## config.mk

```make
export PLATFORM = sky130hd
export DESIGN_NAME = reg_file_rename
export DESIGN_NICKNAME = d
export VERILOG_FILES = /design/src/rtl/reg_file_rename_pkg.sv /design/src/rtl/reg_file_rename_read_port.sv /design/src/rtl/reg_file_rename.sv
export SDC_FILE = /design/constraint.sdc
export NUM_CORES = 2
export LEC_CHECK = 0
export ABC_CLOCK_PERIOD_IN_PS = 2600
export CAP_MARGIN = 10
export CORE_ASPECT_RATIO = 1.1
export CORE_MARGIN = 1.5
export CORE_UTILIZATION = 28
export DETAILED_ROUTE_END_ITERATION = 10
export DONT_BUFFER_PORTS = 1
export HOLD_SLACK_MARGIN = 0.08
export SYNTH_ARGS = -nofsm -noshare
export SYNTH_HDL_FRONTEND = slang
export SYNTH_SLANG_ARGS = --single-unit
```

## constraint.sdc

```tcl
create_clock -name clk_in -period 2.6 [get_ports clk_in]
set_input_delay 0.39 -clock clk_in [delete_from_list [all_inputs] [get_ports clk_in]]
set_output_delay 0.39 -clock clk_in [all_outputs]
set_load 0.02 [all_outputs]
```

## src/rtl/reg_file_rename_pkg.sv

```systemverilog
// Shared constants for the architectural register file / rename-tag table.
// Optional same-cycle commit forwarding is enabled by defining REGFILE_BYPASS_EN.
package reg_file_rename_pkg;

    localparam int ROB_BITS  = 4;
    localparam int REG_NUM   = 32;
    localparam int REG_IDX_W = 5;
    localparam int XLEN      = 32;

    typedef logic [REG_IDX_W-1:0] regIdx_t;
    typedef logic [ROB_BITS-1:0]  robTag_t;
    typedef logic [XLEN-1:0]      regVal_t;

endpackage

```

## src/rtl/reg_file_rename_read_port.sv

```systemverilog
// One source-operand read port: x0 masking plus, when REGFILE_BYPASS_EN is
// defined, forwarding of the commit happening in the same cycle.
module reg_file_rename_read_port
    import reg_file_rename_pkg::*;
(
    input  logic [REG_IDX_W-1:0] rs_i,
    input  logic [XLEN-1:0]      reg_value_i,
    input  logic                 reg_busy_i,
    input  logic [ROB_BITS-1:0]  reg_tag_i,
    input  logic [REG_IDX_W-1:0] commit_rd_i,
    input  logic [XLEN-1:0]      commit_value_i,
    input  logic [REG_IDX_W-1:0] commit_clr_rd_i,
    input  logic [ROB_BITS-1:0]  commit_tag_i,
    input  logic                 bypass_ok_i,
    output logic [XLEN-1:0]      value_o,
    output logic                 busy_o,
    output logic [ROB_BITS-1:0]  tag_o
);

`ifdef REGFILE_BYPASS_EN
    always_comb begin
        value_o = reg_value_i;
        busy_o  = reg_busy_i;
        tag_o   = reg_tag_i;
        if (rs_i == '0) begin
            value_o = '0;
            busy_o  = 1'b0;
            tag_o   = '0;
        end else if (bypass_ok_i && (rs_i == commit_rd_i)) begin
            value_o = commit_value_i;
            // The producer is retiring now, so the operand is ready this cycle.
            if ((commit_clr_rd_i == rs_i) && reg_busy_i && (reg_tag_i == commit_tag_i)) begin
                busy_o = 1'b0;
            end
        end
    end
`else
    logic unused_bypass;
    assign unused_bypass = ^{commit_rd_i, commit_value_i, commit_clr_rd_i, commit_tag_i, bypass_ok_i};

    always_comb begin
        value_o = reg_value_i;
        busy_o  = reg_busy_i;
        tag_o   = reg_tag_i;
        if (rs_i == '0) begin
            value_o = '0;
            busy_o  = 1'b0;
            tag_o   = '0;
        end
    end
`endif

endmodule

```

## src/rtl/reg_file_rename.sv

```systemverilog
// Architectural register file with per-register rename tags (busy + RoB id).
// Define REGFILE_BYPASS_EN to forward the current commit to the read ports.
module reg_file_rename
    import reg_file_rename_pkg::*;
(
    input  logic                 clk_in,
    input  logic                 rst_in,
    input  logic                 rdy_in,
    input  logic                 rob_clear,
    input  logic [REG_IDX_W-1:0] issue_rd,
    input  logic [ROB_BITS-1:0]  issue_tag,
    input  logic [REG_IDX_W-1:0] commit_rd,
    input  logic [XLEN-1:0]      commit_value,
    input  logic [REG_IDX_W-1:0] commit_clr_rd,
    input  logic [ROB_BITS-1:0]  commit_tag,
    input  logic [REG_IDX_W-1:0] rs1,
    input  logic [REG_IDX_W-1:0] rs2,
    output logic [XLEN-1:0]      rs1_value,
    output logic                 rs1_busy,
    output logic [ROB_BITS-1:0]  rs1_tag,
    output logic [XLEN-1:0]      rs2_value,
    output logic                 rs2_busy,
    output logic [ROB_BITS-1:0]  rs2_tag
);

    logic [XLEN-1:0]     value_q [REG_NUM];
    logic [XLEN-1:0]     value_d [REG_NUM];
    logic [REG_NUM-1:0]  busy_q;
    logic [REG_NUM-1:0]  busy_d;
    logic [ROB_BITS-1:0] tag_q   [REG_NUM];
    logic [ROB_BITS-1:0] tag_d   [REG_NUM];
    logic                bypassOk;

    // Entry 0 is never updated, so it holds its reset value of zero forever.
    always_comb begin
        value_d = value_q;
        busy_d  = busy_q;
        tag_d   = tag_q;
        for (int i = 1; i < REG_NUM; i++) begin
            if (commit_rd == REG_IDX_W'(i)) begin
                value_d[i] = commit_value;
            end
            if (rob_clear) begin
                busy_d[i] = 1'b0;
            end else begin
                if ((commit_clr_rd == REG_IDX_W'(i)) && busy_q[i] && (tag_q[i] == commit_tag)) begin
                    busy_d[i] = 1'b0;
                end
                if (issue_rd == REG_IDX_W'(i)) begin
                    busy_d[i] = 1'b1;
                    tag_d[i]  = issue_tag;
                end
            end
        end
    end

    always_ff @(posedge clk_in) begin
        if (rst_in) begin
            for (int i = 0; i < REG_NUM; i++) begin
                value_q[i] <= '0;
                tag_q[i]   <= '0;
            end
            busy_q <= '0;
        end else if (rdy_in) begin
            value_q <= value_d;
            busy_q  <= busy_d;
            tag_q   <= tag_d;
        end
    end

    assign bypassOk = !rst_in && rdy_in;

    reg_file_rename_read_port u_read_rs1 (
        .rs_i           (rs1),
        .reg_value_i    (value_q[rs1]),
        .reg_busy_i     (busy_q[rs1]),
        .reg_tag_i      (tag_q[rs1]),
        .commit_rd_i    (commit_rd),
        .commit_value_i (commit_value),
        .commit_clr_rd_i(commit_clr_rd),
        .commit_tag_i   (commit_tag),
        .bypass_ok_i    (bypassOk),
        .value_o        (rs1_value),
        .busy_o         (rs1_busy),
        .tag_o          (rs1_tag)
    );

    reg_file_rename_read_port u_read_rs2 (
        .rs_i           (rs2),
        .reg_value_i    (value_q[rs2]),
        .reg_busy_i     (busy_q[rs2]),
        .reg_tag_i      (tag_q[rs2]),
        .commit_rd_i    (commit_rd),
        .commit_value_i (commit_value),
        .commit_clr_rd_i(commit_clr_rd),
        .commit_tag_i   (commit_tag),
        .bypass_ok_i    (bypassOk),
        .value_o        (rs2_value),
        .busy_o         (rs2_busy),
        .tag_o          (rs2_tag)
    );

endmodule

```

# Word level (Yosys, flattened, before mapping)
# Cells that the tools add are included.
[classes]
n_reduce_logical = 188
n_bitwise = 3
muxes = 115
magnitude_cmp = 4
eq_ne = 124
[op_table]
columns = ["operator", "count"]
rows = [
  ["$bmux W32 S5", 2],
  ["$eq A5 B5 Y1 const B", 48],
  ["$mux W32", 6],
  ["$eq A4 B4 Y1", 31],
  ["$reduce_and A2 Y1", 62],
  ["$eq A5 B4 Y1 const B", 24],
  ["$mux W1", 97],
  ["$reduce_and A3 Y1", 31],
  ["$reduce_bool A3 Y1", 31],
  ["$logic_and A1 B1 Y1", 62],
  ["$eq A5 B3 Y1 const B", 12],
  ["$bmux W4 S5", 2],
  ["$eq A5 B2 Y1 const B", 6],
  ["$mux W4", 6],
  ["$eq A5 B1 Y1 const B", 3],
  ["$ge A6 B6 Y1 const B", 2],
  ["$lt A5 B6 Y1 const B", 2],
  ["$not A5 Y6", 2],
  ["$bmux W1 S5", 2],
  ["$logic_not A5 Y1", 2],
  ["$not A1 Y1", 1],
]
[word_totals]
elab_cells = 527
register_bits = 1147
input_bits = 69
out_inout_bits = 74

# Logic depth before layout (Yosys ltp)
[logic_depth]
word_depth = 6
depth_mapped = 9
ltp_nobuf = 4

# Modules after synthesis
# A second synthesis with hierarchy kept.
[hier_totals]
hier_cells = 6795
area_unflattened_um2 = 59975.0
[by_module_without_submodules]
columns = ["module", "cells_per_inst", "area_each_um2", "n_inst"]
rows = [
  ["reg_file_rename", 6705, 59256.8, 1],
  ["reg_file_rename_read_port", 45, 359.1, 2],
]

# Worst setup path before layout
# No wires, ideal clock.
[synth_path]
path_type = "input-to-output"
from = "input rs2[0]"
to = "output rs2_tag[2]"
t_required_ps = 2210
n_path_buf = 4
t_arrival_ps = 2344
setup_slack_ps = -134
cell_stages = 7
path_cell_list = "buf_2 -> buf_4 -> and2_1 -> buf_2 -> clkbuf_1 -> a221o_1 -> o311ai_0"
[synth_between]
elab_chain_len = 5
word_cells_on_any_way = 6
[synth_rtl]
columns = ["element", "line_no", "rtl"]
rows = [
  ["from (decl)", "reg_file_rename.sv:17", "input logic [REG_IDX_W-1:0] rs2,"],
  ["$not A5 Y6 (implied by the code)", "reg_file_rename.sv:92", ".reg_tag_i (tag_q[rs2]),"],
  ["$bmux W4 S5", "reg_file_rename.sv:92", ""],
  ["$mux W4 (implied by the code) (2 in series)", "reg_file_rename.sv:92", ""],
  ["$mux W4 *", "reg_file_rename_read_port.sv:45", "if (rs_i == '0) begin"],
  ["to (decl)", "reg_file_rename.sv:23", "output logic [ROB_BITS-1:0] rs2_tag"],
]
# Mark *: on every way between the ends. The rest lies on a longest branch, timed or not. The select of a mux whose other input is x is not followed.

# Worst setup path in the final report
[layout_path]
from = "input rs1[0]"
to = "output rs1_tag[1]"
[layout_between]
elab_chain_len = 5
word_cells_on_any_way = 6
[layout_rtl]
columns = ["element", "line_no", "rtl"]
rows = [
  ["from (decl)", "reg_file_rename.sv:16", "input logic [REG_IDX_W-1:0] rs1,"],
  ["$not A5 Y6 (implied by the code)", "reg_file_rename.sv:77", ".reg_tag_i (tag_q[rs1]),"],
  ["$bmux W4 S5", "reg_file_rename.sv:77", ""],
  ["$mux W4 (implied by the code) (2 in series)", "reg_file_rename.sv:77", ""],
  ["$mux W4 *", "reg_file_rename_read_port.sv:45", ""],
  ["to (decl)", "reg_file_rename.sv:20", "output logic [ROB_BITS-1:0] rs1_tag,"],
]
# Marked as above.

==> results.md <==
- Met2 routed WL: 121000 µm
- Sequential cell fraction of total power: 45.5%
- Critical path arrival: 2790 ps
- Placer congestion estimate: 0.899
- Clk_lat worst skew: 770 ps
- DR pass1 iterations: 8
- Synth Instances: 6839
- Final Net Count: 7406
- Setup CP Type: primary input to primary output
- Status: finished with violations
- Filler cells: 20800
- Initial antenna violation count: 7
- Post-synth top area share: 38.4%
- Worst path slowest cell: mux4_2
- Largest net degree at the start of global routing: 631
- RSZ-0062 raised after global routing: true
- Clock power frac: 44.6%
- CTS root buf: clkbuf_16
- Dpl hpwl: 148000 µm
- Largest stage delay on the critical path: 1020 ps
- DR WL/cell: 27.2 µm
- Fin. Hold Viols: 0
- Unique cell type count in the Yosys netlist: 57
- WP buf/inv: 1
- GRT Overall Usage: 24.5%
- Initial Util: 28.2%
- Antenna-violating nets left: 0
- CTS tree: done
- Worst-path fanout max: 334
- Final Skew: 18.3 ps
- Clock Path Buffers: 3
- Critical path cell sequence: mux4_2 > a22oi_2 > a211oi_2 > buf_4
- Least-Margin Pin Slew: 1580 ps
- First-pass GRT wire length: 397000 µm
- P_sw: 0.0101 W
- CP Launch Type: primary input
- Sink Count: 1147
- Max Fclk: 0.314 GHz
- Crit. End Element: primary output
- Final worst setup slack: -585 ps
- Synth cell count leaders: nand2_1, dfxtp_1, a21oi_1, clkbuf_1, mux2i_1
- Ranking of synthesized cells by area: dfxtp_1, mux4_2, nand2_1, a21oi_1, mux2i_1
- Max_cap viols: 0
- Asr flop ratio synth: 0%
- Mean Syn Cell Area: 8.74 µm²
- Share of cells above drive strength 1: 20.3%
- Area leader, netlist: dfxtp_1
- Overall routed net length: 278000 µm
- Relative slew slack: -5.30%
- Die width: 443 µm
- Grt ovf: 0
- Vias/cell: 5.91
- CTS clock-pin slew for the worst setup and hold paths: 70 ps
- Die Area: 0.216 mm²
- Area Overhead vs Synth: 30.8%
- Core Rows: 177
- Combinational power share: 9.9%
- Fin crit period: 3180 ps
- Worst EP required: 2210 ps
- Main synth FF type: dfxtp_1
- Total power: 0.0391 W
- DR iter-0 viols: 9546
- H-tree levels: 3
- Synthesized area: 0.0598 mm²
- Max IR drop VDD: 0.553 mV
- Worst min-delay path category: primary input to flip-flop
- Hold slack final: 138 ps
- Top routing layer in use: met5
- Leakage: 28.6 nW
- Critical path's top delay family: multiplexers
- Num CTS Buffers: 114
- M1 wire length: 100000 µm
- Seq cells post-synth: 1147
- Synth warn: 0
- DRC Markers: 0
- Sw frac: 25.8%
- Cell area power density: 500 mW/mm²
- Cell with the most instances after synthesis: nand2_1
- Internal power: 0.0290 W
- CORE AREA: 0.212 mm²
- Finish-stage setup viols: 74
- Top Ports: 143
- Post-synth EDFFs: 0
- Register area share after synthesis: 38.4%
- PortBufs: 0
- Slew Viols, Final: 48
- Mapped Nets: 6908
- Die Span Y: 488 µm
- Vias in the first global route: 58300
- Final worst-path cycle share: 122%
- Met3 wire length: 36300 µm
- Vias post-DR: 60300
- Failing checks: max-slew violations, negative setup slack
==> sequential cells by signal, summed over array words and instances (netlist names) <==
name and flops:
busy_q 31, value_q 992, tag_q 124
==> worst reg2reg max path, cell delays in order (launching register included) <==
cell,delay (ps)
dfxtp_1,470
xor2_1,190
nor4_1,70
a41o_1,240
dlygate4sd3_1,570
a311oi_1,290
dlygate4sd3_1,610
==> through the flow <==
stage                     util, %  cells  cell area, µm²  setup TNS (ps)  setup WS (ps)
after floorplan                 -   6839           59800               0           75.8
after global placement       30.2   9182           63900          -26910           -881
after detailed placement     30.2   9183           63900          -10190           -417
after CTS                    36.7  10200           77800           -9740           -410
after global routing         36.9  10200           78200          -16710           -451
final                        36.9  10200           78200          -30190           -585
==> cells in the final DEF, fill, tap and decap left out, types with 25 or more instances in the layout <==
master / count
mux2_2: 111
dlygate4sd3_1: 726
clkinv_2: 29
buf_6: 57
nor2_1: 181
a21oi_1: 1027
dfxtp_2: 157
mux4_2: 370
a22o_1: 35
o22ai_1: 43
clkbuf_16: 117
xor2_1: 70
a22oi_1: 75
a221o_1: 74
a221oi_1: 37
a221oi_2: 32
a41o_1: 31
clkbuf_8: 26
buf_4: 193
nand2_1: 1989
mux2i_1: 381
o22ai_2: 25
buf_12: 114
a22oi_2: 36
xnor2_1: 54
nand3_1: 54
dfxtp_1: 987
==> area by class of cell <==
type	count	area, µm²	share of cell area, %
sequential	1147	23200	29.6
clock buffer	162	3310	4.24
tap	2774	3470	4.44
timing repair buffer	1098	11900	15.2
antenna	9	22.5	0.0288
multi-input combinational	4976	35800	45.9
clock inverter	47	493	0.631
==> power groups by stage <==
| stage | registers [W] | clock network, W | logic [W] |
|---|---|---|---|
| floorplan | 0.0181 | 0 | 0.00240 |
| global placement | 0.0182 | 0 | 0.00262 |
| detailed placement | 0.0182 | 0 | 0.00264 |
| CTS | 0.0178 | 0.0174 | 0.00367 |
| global route | 0.0178 | 0.0181 | 0.00390 |
| finish | 0.0178 | 0.0174 | 0.00385 |
==> cell families after synthesis <==
kind of cell | synth area share (%)
AOI/OAI and AO/OA | 16.3
muxes | 22.5
xor gates and xnor gates | 1.82
and+or+nand+nor | 16.0
buffers and inverters | 4.98
DFF | 38.4
==> path summary, 6_finish.rpt <==
path,from,endpoint,slack (ps),depth (start not counted)
worst max-delay path,rs1[0],rs1_tag[1],-580,4
worst min-delay path,commit_rd[0],value_q[896]$_SDFFE_PP0P_,140,4
worst max register to register,tag_q[48]$_SDFFE_PP0P_,busy_q[19]$_SDFFE_PP0P_,100,6
worst min register to register,value_q[529]$_SDFFE_PP0P_,value_q[529]$_SDFFE_PP0P_,460,2
==> metal layers <==
metal / global-route usage, % / up-vias
met5: 0 / -
met4: 15.7 / 6
met3: 6.45 / 1050
met2: 37.5 / 4485
met1: 30.5 / 29500
li1: - / 25300
==> repair_timing <==
| item | CTS | global route |
|---|---|---|
| gates resized for setup | 358 | 88 |
| buffers inserted | 77 | 1 |
| pin swaps | 123 | 58 |
| hold buffers | 764 | 1 |
| setup endpoints to repair | 73 | 69 |
| hold endpoints to repair | 1147 | 40 |
| cloned | 2 | 2 |
Note: power is estimated with default switching activity, not from simulation.
